## config.mk

```make
export PLATFORM = sky130hd
export DESIGN_NAME = fetch_unit_flat
export DESIGN_NICKNAME = d
export VERILOG_FILES = /design/src/rtl/fetch_unit_if.sv /design/src/rtl/fetch_unit.sv /design/src/flat_wrapper.sv
export SDC_FILE = /design/constraint.sdc
export NUM_CORES = 1
export LEC_CHECK = 0
export CAP_MARGIN = 10
export CORE_AREA = 3 3 131 133
export DETAILED_ROUTE_END_ITERATION = 10
export DIE_AREA = 0 0 134 136
export HOLD_SLACK_MARGIN = 0.1
export MAX_ROUTING_LAYER = met4
export PLACE_DENSITY_LB_ADDON = 0.12
export RECOVER_POWER = 100
export SYNTH_ARGS = -nofsm -noshare
export SYNTH_HDL_FRONTEND = slang
export SYNTH_SLANG_ARGS = --single-unit
export TNS_END_PERCENT = 50
```

## constraint.sdc

```tcl
create_clock -name clock -period 3.5 [get_ports clock]
set_input_delay 0.525 -clock clock [delete_from_list [all_inputs] [get_ports clock]]
set_output_delay 0.525 -clock clock [all_outputs]
set_load 0.01 [all_outputs]
```

## src/rtl/fetch_unit_if.sv

```systemverilog
// Fetch-stage bus bundle: icache address/data port, redirect input and the
// valid/ready instruction stream toward decode.
interface fetch_unit_if;
    logic [31:0] icache_address;
    logic [31:0] icache_data;
    logic        redirect_valid;
    logic [31:0] redirect_pc;
    logic        instr_valid;
    logic        instr_ready;
    logic [31:0] instr_data;
    logic [31:0] instr_pc;
    logic        instr_fault;

    // Fetch unit side
    modport master (
        output icache_address,
        input  icache_data,
        input  redirect_valid,
        input  redirect_pc,
        output instr_valid,
        input  instr_ready,
        output instr_data,
        output instr_pc,
        output instr_fault
    );

    // Environment side (icache, branch unit, decode)
    modport slave (
        input  icache_address,
        output icache_data,
        output redirect_valid,
        output redirect_pc,
        input  instr_valid,
        output instr_ready,
        input  instr_data,
        input  instr_pc,
        input  instr_fault
    );
endinterface

```

## src/rtl/fetch_unit.sv

```systemverilog
// Instruction-fetch stage: owns the PC, issues one icache read per cycle when
// there is room, absorbs the 1-cycle icache latency with an output entry plus
// a skid entry, and flushes everything in flight on a redirect.
module fetch_unit #(
    parameter logic [31:0] RESET_PC  = 32'h8002_0000,
    parameter int unsigned MEM_BYTES = 1024
) (
    input  logic          clock,
    input  logic          reset,
    fetch_unit_if.master  bus
);

    localparam logic [31:0] LAST_PC = RESET_PC + 32'(MEM_BYTES) - 32'd4;

    // A PC outside the icache window produces a fault instead of a word.
    function automatic logic outside_window(input logic [31:0] a);
        return (a < RESET_PC) || (a > LAST_PC);
    endfunction

    logic [31:0] r_pc;
    logic        r_resp_valid;
    logic [31:0] r_resp_pc;

    logic        r_out_valid;
    logic [31:0] r_out_data;
    logic [31:0] r_out_pc;
    logic        r_out_fault;

    logic        r_skid_valid;
    logic [31:0] r_skid_data;
    logic [31:0] r_skid_pc;
    logic        r_skid_fault;

    logic        w_pop;
    logic [2:0]  w_occ;
    logic        w_issue;
    logic        w_resp_fault;
    logic [31:0] w_resp_data;

    // Entries still held after this edge (the in-flight response counts,
    // since it lands this edge); a new read is only issued if it will fit.
    assign w_pop        = r_out_valid & bus.instr_ready;
    assign w_occ        = 3'(r_out_valid) + 3'(r_skid_valid) + 3'(r_resp_valid) - 3'(w_pop);
    assign w_issue      = !bus.redirect_valid && (w_occ < 3'd2);
    assign w_resp_fault = outside_window(r_resp_pc);
    assign w_resp_data  = w_resp_fault ? 32'h0 : bus.icache_data;

    assign bus.icache_address = r_pc;
    assign bus.instr_valid    = r_out_valid;
    assign bus.instr_data     = r_out_data;
    assign bus.instr_pc       = r_out_pc;
    assign bus.instr_fault    = r_out_fault;

    // PC and request tracking: advance on issue, jump on redirect.
    always_ff @(posedge clock) begin
        if (reset) begin
            r_pc         <= RESET_PC;
            r_resp_valid <= 1'b0;
            r_resp_pc    <= 32'h0;
        end else if (bus.redirect_valid) begin
            r_pc         <= {bus.redirect_pc[31:2], 2'b00};
            r_resp_valid <= 1'b0;
        end else if (w_issue) begin
            r_resp_valid <= 1'b1;
            r_resp_pc    <= r_pc;
            r_pc         <= r_pc + 32'd4;
        end else begin
            r_resp_valid <= 1'b0;
        end
    end

    // Two-entry FIFO: output entry, then skid; the response fills the first free slot.
    always_ff @(posedge clock) begin
        if (reset) begin
            r_out_valid  <= 1'b0;
            r_out_data   <= 32'h0;
            r_out_pc     <= 32'h0;
            r_out_fault  <= 1'b0;
            r_skid_valid <= 1'b0;
            r_skid_data  <= 32'h0;
            r_skid_pc    <= 32'h0;
            r_skid_fault <= 1'b0;
        end else if (bus.redirect_valid) begin
            r_out_valid  <= 1'b0;
            r_skid_valid <= 1'b0;
        end else if (r_out_valid && !w_pop) begin
            // Output entry is stalled; only the skid slot can take the response.
            if (!r_skid_valid) begin
                r_skid_valid <= r_resp_valid;
                if (r_resp_valid) begin
                    r_skid_data  <= w_resp_data;
                    r_skid_pc    <= r_resp_pc;
                    r_skid_fault <= w_resp_fault;
                end
            end
        end else if (r_skid_valid) begin
            // Output entry is free: skid moves up, response drops into skid.
            r_out_valid  <= 1'b1;
            r_out_data   <= r_skid_data;
            r_out_pc     <= r_skid_pc;
            r_out_fault  <= r_skid_fault;
            r_skid_valid <= r_resp_valid;
            if (r_resp_valid) begin
                r_skid_data  <= w_resp_data;
                r_skid_pc    <= r_resp_pc;
                r_skid_fault <= w_resp_fault;
            end
        end else begin
            // Both free: the response goes straight to the output entry.
            r_out_valid <= r_resp_valid;
            if (r_resp_valid) begin
                r_out_data  <= w_resp_data;
                r_out_pc    <= r_resp_pc;
                r_out_fault <= w_resp_fault;
            end
        end
    end

endmodule

```

## src/flat_wrapper.sv

```systemverilog
// flat-port wrapper written by rule: the top's interface ports become plain ports
module fetch_unit_flat 
#(
    parameter logic [31:0] RESET_PC  = 32'h8002_0000,
    parameter int unsigned MEM_BYTES = 1024
)
  (clock, reset, bus_icache_address, bus_icache_data, bus_redirect_valid, bus_redirect_pc, bus_instr_valid, bus_instr_ready, bus_instr_data, bus_instr_pc, bus_instr_fault);
  fetch_unit_if bus_i ();
  input  logic clock;
  input  logic reset;
  output wire logic [$bits(bus_i.icache_address)-1:0] bus_icache_address;
  input wire logic [$bits(bus_i.icache_data)-1:0] bus_icache_data;
  input wire logic [$bits(bus_i.redirect_valid)-1:0] bus_redirect_valid;
  input wire logic [$bits(bus_i.redirect_pc)-1:0] bus_redirect_pc;
  output wire logic [$bits(bus_i.instr_valid)-1:0] bus_instr_valid;
  input wire logic [$bits(bus_i.instr_ready)-1:0] bus_instr_ready;
  output wire logic [$bits(bus_i.instr_data)-1:0] bus_instr_data;
  output wire logic [$bits(bus_i.instr_pc)-1:0] bus_instr_pc;
  output wire logic [$bits(bus_i.instr_fault)-1:0] bus_instr_fault;
  assign bus_icache_address = bus_i.icache_address;
  assign bus_i.icache_data = bus_icache_data;
  assign bus_i.redirect_valid = bus_redirect_valid;
  assign bus_i.redirect_pc = bus_redirect_pc;
  assign bus_instr_valid = bus_i.instr_valid;
  assign bus_i.instr_ready = bus_instr_ready;
  assign bus_instr_data = bus_i.instr_data;
  assign bus_instr_pc = bus_i.instr_pc;
  assign bus_instr_fault = bus_i.instr_fault;
  fetch_unit #(.RESET_PC(RESET_PC), .MEM_BYTES(MEM_BYTES)) u_core (.clock(clock), .reset(reset), .bus(bus_i));
endmodule
```

# == Yosys cells after proc, flatten, opt, wreduce, memory -nomap -nowiden ==
# Cells that the tools add are included.
# word_totals
ff_bits,197
out_inout_bits,98
# classes
n_addsub,4
n_lt_le_gt_ge,3
n_eq_ne,1
mux,25
bitwise_logic,3
reduce_logical,12
# ops
cell,count
$mux W32,15
$add A32 B3 Y32 const B,1
$gt A32 B32 Y1 const B,1
$lt A32 B32 Y1 const B,1
$mux W1,10
$reduce_and A3 Y1,2
$reduce_bool A2 Y1,3
$add A3 B1 Y3,1
$lt A3 B2 Y1 const B,1
$sub A3 B1 Y3,1
$add A1 B1 Y2,1
$logic_and A1 B1 Y1,2
$logic_not A1 Y1,2
$ne A2 B2 Y1 const B,1
$not A1 Y1,2
$reduce_and A2 Y1,1
$reduce_or A2 Y1,1
$and A1 B1 Y1,1
$logic_or A1 B1 Y1,1

# == Logic depth before layout (Yosys ltp) ==
# Gate-level depths: netlist of run 1.
# logic_depth
depth_word,7
mapped_depth,10

# == Least setup slack after synthesis of run 1 ==
# Ideal clock, no wire load.
# synth_path
path_type,input to register
start,in bus_instr_ready
end,reg u_core.r_pc[13] (netlist: u_core.bus.icache_address[13])
setup_time_ns,0.122
arrival_ns,2.484
t_required_ns,3.378
setup_slack_ns,0.895
stages,9
path_cell_list,and2_1 -> ha_1 -> nor2b_1 -> fa_1 -> clkbuf_1 -> inv_1 -> nand3_1 -> o31a_1 -> o311a_1
# synth_between
elab_chain_cells,5
# synth_lines
item,line,source
start: declaration,flat_wrapper.sv:16,input wire logic [$bits(bus_i.instr_ready)-1:0] bus_instr_ready;
$and A1 B1 Y1,fetch_unit.sv:42,assign w_pop = r_out_valid & bus.instr_ready;
$sub A3 B1 Y3,fetch_unit.sv:43,assign w_occ = 3'(r_out_valid) + 3'(r_skid_valid) + 3'(r_resp_valid) - 3'(w_pop);
$lt A3 B2 Y1,fetch_unit.sv:44,assign w_issue = !bus.redirect_valid && (w_occ < 3'd2);
$logic_and A1 B1 Y1,fetch_unit.sv:44,
$reduce_bool A2 Y1 (no line),--,
end signal: assignment,fetch_unit.sv:61,"r_pc <= {bus.redirect_pc[31:2], 2'b00};"
end signal: assignment,fetch_unit.sv:66,r_pc <= r_pc + 32'd4;
end: declaration,fetch_unit.sv:20,logic [31:0] r_pc;
# No other way between the ends.
# A chain may end at the register's enable or synchronous reset.

# == Final worst setup path of run 1 ==
# layout_path
start,in bus_instr_ready
end,reg u_core.r_resp_pc[12]
# layout_between
elab_chain_cells,5
# layout_lines
item,line,source
$and A1 B1 Y1,fetch_unit.sv:42,
$sub A3 B1 Y3,fetch_unit.sv:43,
$lt A3 B2 Y1,fetch_unit.sv:44,
$logic_and A1 B1 Y1,fetch_unit.sv:44,
$reduce_and A2 Y1 (no line),--,
end signal: assignment,fetch_unit.sv:65,r_resp_pc <= r_pc;
end: declaration,fetch_unit.sv:22,logic [31:0] r_resp_pc;
# No other way between the ends.

==> results of run 1 <==
## power breakdown
group	internal, mW	total (mW)	switching (mW)	leakage [nW]
registers	2.23	2.33	0.0934	1.54
clock network	1.13	1.94	0.810	0.298
logic	0.265	0.562	0.297	2.12
total	3.63	4.83	1.20	3.96
## how the worst min path moves through the flow
| stage | startpoint | to | slack, ns |
|---|---|---|---|
| 2_1_floorplan | u_core.r_skid_data[0] | u_core.r_skid_data[0] | 0.43 |
| 3_3_place_gp | u_core.r_skid_data[29] | u_core.r_skid_data[29] | 0.44 |
| 3_5_place_dp | u_core.r_skid_data[15] | u_core.r_skid_data[15] | 0.45 |
| 4_1_cts | u_core.r_skid_data[0] | u_core.r_skid_data[0] | 0.47 |
| 5_1_grt | u_core.r_skid_data[10] | u_core.r_skid_data[10] | 0.48 |
| 6_report | u_core.r_skid_data[0] | u_core.r_skid_data[0] | 0.46 |
## worst reg2reg max path, cell delays in order (launching register included)
cell	delay, ns
dfxtp_1	0.35
clkbuf_2	0.87
nor2_1	0.18
nor3_2	0.24
clkbuf_2	0.86
nor2_1	0.12
a211oi_1	0.25
## registers in the layout (all words and copies together) (netlist names)
| signal | count |
|---|---|
| u_core.r_skid_fault | 1 |
| u_core.bus.instr_pc | 30 |
| u_core.r_resp_valid | 1 |
| u_core.bus.instr_data | 32 |
| u_core.r_skid_valid | 1 |
| u_core.r_resp_pc | 30 |
| u_core.bus.instr_fault | 1 |
| u_core.r_skid_data | 32 |
| u_core.r_skid_pc | 30 |
| u_core.bus.instr_valid | 1 |
| u_core.bus.icache_address | 30 |
## kinds of logic after synthesis
kind of cell    after synthesis
other cells                   1
mux                          60
compound gates              276
buf+inv                     108
fa+ha+maj                     4
flops                       189
simple gates                304
xor+xnor                     12
## synthesized netlist by cell type, types with 3 or more instances
| cell | instances | area [µm²] |
|---|---|---|
| a31o_2 | 3 | 26.3 |
| a2111oi_0 | 4 | 35.0 |
| a311oi_1 | 3 | 26.3 |
| inv_1 | 10 | 37.5 |
| nand2_1 | 44 | 165 |
| nand4_1 | 46 | 288 |
| or4_1 | 4 | 30.0 |
| nand3_1 | 52 | 260 |
| dfxtp_1 | 189 | 3780 |
| ha_1 | 3 | 37.5 |
| nor2_1 | 86 | 323 |
| a211oi_1 | 44 | 330 |
| o21ai_0 | 67 | 335 |
| or3_1 | 3 | 18.8 |
| buf_2 | 18 | 90.1 |
| buf_4 | 4 | 30.0 |
| o2bb2ai_1 | 31 | 272 |
| nor3_1 | 16 | 80.1 |
| xnor2_1 | 8 | 70.1 |
| nor4_1 | 11 | 68.8 |
| buf_1 | 3 | 11.3 |
| nor2b_1 | 4 | 25.0 |
| clkbuf_1 | 70 | 263 |
| o2111a_1 | 3 | 33.8 |
| xor2_1 | 4 | 35.0 |
| and3_1 | 11 | 68.8 |
| a21oi_1 | 97 | 485 |
| mux2i_1 | 60 | 601 |
| and4_1 | 11 | 96.3 |
## stage by stage
step                      power [mW]  instance area (µm²)  std cells
after floorplan                 2.66                 8340        957
after global placement          2.96                10000       1263
after detailed placement        2.97                10000       1263
after CTS                       4.89                10600       1295
after global routing            5.00                10600       1297
final                           4.83                10600       1297
## area by class of cell
cell class | count | area, µm²
well taps | 216 | 270
inverters | 12 | 45.0
diodes | 2 | 5.00
multi-input cells | 660 | 4130
fillers | 1398 | 5340
clock buffers | 23 | 488
repair buffers | 186 | 1770
flip-flops and latches | 189 | 3780
clock inverters | 9 | 106
## routing by layer
metal | part of all wire, % | global-route usage (%) | vias to the layer above | routed length, µm
met5 | 0 | - | - | 0
met4 | 1.4 | 6.86 | 0 | 327
met1 | 44 | 33.7 | 3589 | 10000
met3 | 7.0 | 5.70 | 24 | 1580
li1 | - | - | 3740 | -
met2 | 47 | 39.9 | 259 | 10700
==> results.cfg, run 1 <==
[finish]
final_core_util_pct = 66.5
mostFrequentLayoutCells = 189 x dfxtp_1, 96 x a21oi_1, 96 x dlygate4sd3_1
drive_gt1_share_pct = 6.30
final_common_cell = dfxtp_1
fin_nets = 1138
syn_to_final_growth_pct = 27.3

[timing]
rsz0062_at_grt = false
tightestPinTransition_ns = 1.15
min_period_ns = 3.11
max_slew_margin_pct = 23.5
hold_viol = 0
skew_ns = 0.00778
fin_ws_ns = 0.392
slew_violations = 0
finalCritPeriodShare_pct = 88.8
hold_slack_ns = 0.464
setup_tns_ns = 0
setup_viol = 0
fmax_ghz = 0.322

[yosys]
synth-xor-area-share_pct = 1.26
ys_warn_count = 0
synthSimpleGateAreaFrac_pct = 19.0
synthFlopType = dfxtp_1
synthCells = 954
synth-seq-cells = 189
async_reset_ff_share_pct = 0
synthMuxAreaShare_pct = 7.21
seq_area_frac_synth_pct = 45.4
synth_fa_ha_area_share_pct = 0.691
syn_area_mm2 = 0.00833
synth_edf_count = 0
synth_top_family_by_area = compound AO/OA/AOI/OAI gates
synth_cell_types = 61
synth-compound-area-share_pct = 21.0
avgSynthCellArea_um2 = 8.73

[worst_setup_path]
r2r_end = u_core.bus.instr_pc[23]
slowest_stage = dlygate4sd3_1
r2r-start = u_core.r_skid_valid
worstPathCellList = dlygate4sd3_1 > and2_0 > ha_1 > nor2b_1 > fa_1 > clkbuf_1 > nor3_1 > buf_12 > mux2i_1 > nor2_1
max_stage_delay_ns = 0.55
r2r_slack_ns = 0.56
crit_arrival_ns = 3.40
path_depth = 10
crit_family = buffers and inverters
path_max_fanout = 30
startpoint = bus_instr_ready
path_buf_inv = 3
critPathCapture = u_core.r_resp_pc[12]
crit_required_ns = 3.79
reg2regPathDepth = 6
start_kind = input pin
critPathKind = in -> reg
cp-end-kind = register

[detailed_routing]
viasPerCell = 5.87
ant_nets = 0
drt-initial-drc-count = 664
wire_per_inst_um = 17.5
vias = 7612
wirelength_mm = 22.7
drc_errors = 0
first_pass_iters = 5

[clock_tree]
cts_root_buf = clkbuf_16
cts_buffer_depth = 2
clkSlewWorstSetupHoldPaths_ns = 0.07
ctsResizeCount = 0
clk-insertion-delay-late_ns = 0.42
cts_hold_buf = 0
cts-htree-levels = 4
cts_setup_buffers = 0
cts_made_buffers = 17
cts_tree = yes
cts_sinks = 189

[floorplan]
rows = 46
die_y_um = 136
initial_core_util_pct = 52.3
dieArea_mm2 = 0.0182
ios = 166
die-width_um = 134
core_area_mm2 = 0.0159

[global_route]
gr-total-overflow = 0
grt_pass1_vias = 7080
antenna_found_initial = 2
grt_pass1_wl_mm = 36.7
grt_usage_pct = 25.5
grt_max_degree = 78

[min_path]
hp-class = reg -> reg
min_path_cells = 1

[place]
portBuffers = 159
finalWeightedCongestion = 0.828
dp_worst_setup_slack_ns = 0.225
dp_hpwl_mm = 15.0

[power_and_ir_drop]
power_density_mw_per_mm2 = 455
p_leak_nw = 3.96
vdd_drop_max_mv = 0.329

[job]
maxCapViolCount = 0

[run_status]
status = complete, no violations
Note: power is estimated with default switching activity, not from simulation.
==> run 2: changes to the inputs <==
clock period = 3 ns   (was 3.5 ns; I/O delays follow)
==> results.cfg, run 2 (synthesis results as in run 1) <==
[clock_tree]
cts_hold_buf = 0
cts_root_buf = clkbuf_16
clk-insertion-delay-late_ns = 0.43
clkSlewWorstSetupHoldPaths_ns = 0.07
cts-htree-levels = 4
cts_sinks = 189
cts_tree = yes
cts_setup_buffers = 0
cts_made_buffers = 17
ctsResizeCount = 0
cts_buffer_depth = 2

[finish]
final_common_cell = dfxtp_1
n_fill_cell = 1373
fin_nets = 1148
multiInputGateArea_mm2 = 0.00413
design_area_mm2 = 0.0107
syn_to_final_growth_pct = 28.1
final_core_util_pct = 67.0
seq_area_mm2 = 0.00378
drive_gt1_share_pct = 7.08
mostFrequentLayoutCells = 189 x dfxtp_1, 96 x a21oi_1, 95 x dlygate4sd3_1
stdcell_count = 1305

[floorplan]
die_y_um = 136
dieArea_mm2 = 0.0182
rows = 46
core_area_mm2 = 0.0159
die-width_um = 134
initial_core_util_pct = 52.3
ios = 166

[timing]
setup_viol = 0
rsz0062_at_grt = false
skew_ns = 0.00972
min_period_ns = 2.70
hold_viol = 0
fin_ws_ns = 0.296
tightestPinTransition_ns = 1.05
finalCritPeriodShare_pct = 90.1
setup_tns_ns = 0
slew_violations = 0
fmax_ghz = 0.370
max_slew_margin_pct = 30.1

[power_and_ir_drop]
p_sw_mw = 1.41
p_leak_nw = 3.98
power_density_mw_per_mm2 = 525
internal_power_mw = 4.19
clkPwrFrac_pct = 39.8
power_frac_seq_pct = 48.4
power.share.combinational_pct = 11.8
p_sw_share_pct = 25.2
vdd_drop_max_mv = 0.410

[worst_setup_path]
critPathKind = in -> reg
start_kind = input pin
max_stage_delay_ns = 0.51
crit_family = buffers and inverters
slowest_stage = fa_1
cp-end-kind = register
crit_arrival_ns = 3.00
worstPathCellList = clkdlybuf4s50_1 > and2_0 > ha_1 > nor2b_1 > fa_1 > clkbuf_1 > nor3_2 > buf_12 > mux2i_1 > nor2_1
path_max_fanout = 30
path_buf_inv = 3
crit_required_ns = 3.30

[detailed_routing]
drc_errors = 0
first_pass_iters = 6
viasPerCell = 5.85
ant_nets = 0
drt-initial-drc-count = 467
vias = 7628
wirelength_mm = 22.3
wire_per_inst_um = 17.1

[global_route]
grt_pass1_wl_mm = 36.4
grt_max_degree = 68
antenna_found_initial = 1
gr-total-overflow = 0
grt_pass1_vias = 7116
grt_usage_pct = 25.0

[place]
dp_worst_setup_slack_ns = -0.141
dp.cells = 1273
dp_hpwl_mm = 14.7
portBuffers = 159
finalWeightedCongestion = 0.840
placedInstanceArea_mm2 = 0.0102

[min_path]
hp-class = in -> reg

[run_status]
status = complete, no violations

[job]
maxCapViolCount = 0
[run 2: power by group through the flow]
stage                     Sequential, mW  Clock [mW]  Combinational, mW
after global placement              2.77           0              0.689
after floorplan                     2.77           0              0.328
final                               2.71        2.23              0.664
after detailed placement            2.77           0              0.695
after global routing                2.73        2.36              0.728
after CTS                           2.72        2.26              0.700
[run 2: area by class of cell]
type / instances / area share (%)
repair buffers: 196 / 17.5
clock inverters: 9 / 1.04
inverters: 12 / 0.422
multi-input cells: 660 / 38.7
well taps: 216 / 2.53
diodes: 1 / 0.0234
clock buffers: 22 / 4.35
flip-flops and latches: 189 / 35.4
[run 2: through the flow]
step | power [mW] | hold slack (ns)
floorplan | 3.10 | 0.433
global placement | 3.46 | 0.444
detailed placement | 3.47 | 0.447
CTS | 5.67 | 0.401
global route | 5.81 | 0.432
finish | 5.61 | 0.412
[run 2: metal layers]
metal | routed length [µm] | GRT usage (%)
met5 | 0 | -
met3 | 1460 | 6.00
met2 | 10600 | 38.7
met4 | 214 | 6.00
met1 | 10000 | 33.4
[run 2: worst reg2reg max path, stage by stage, from the launching register on]
cell,delay [ns]
dfxtp_1,0.42
inv_1,0.11
ha_1,0.30
nor2b_1,0.15
fa_1,0.51
clkbuf_1,0.21
nor3_2,0.26
buf_12,0.27
mux2i_1,0.25
nor2_1,0.07
[run 2: path summary, 6_finish.rpt]
| kind | startpoint | slack [ns] | depth (start not counted) | to |
|---|---|---|---|---|
| min | reset | 0.41 | 2 | u_core.r_resp_pc[17] |
| min reg2reg | u_core.r_skid_data[25] | 0.47 | 1 | u_core.r_skid_data[25] |
| max reg2reg | u_core.r_resp_valid | 0.34 | 9 | u_core.r_resp_pc[22] |
| max | bus_instr_ready | 0.30 | 10 | u_core.r_resp_pc[22] |
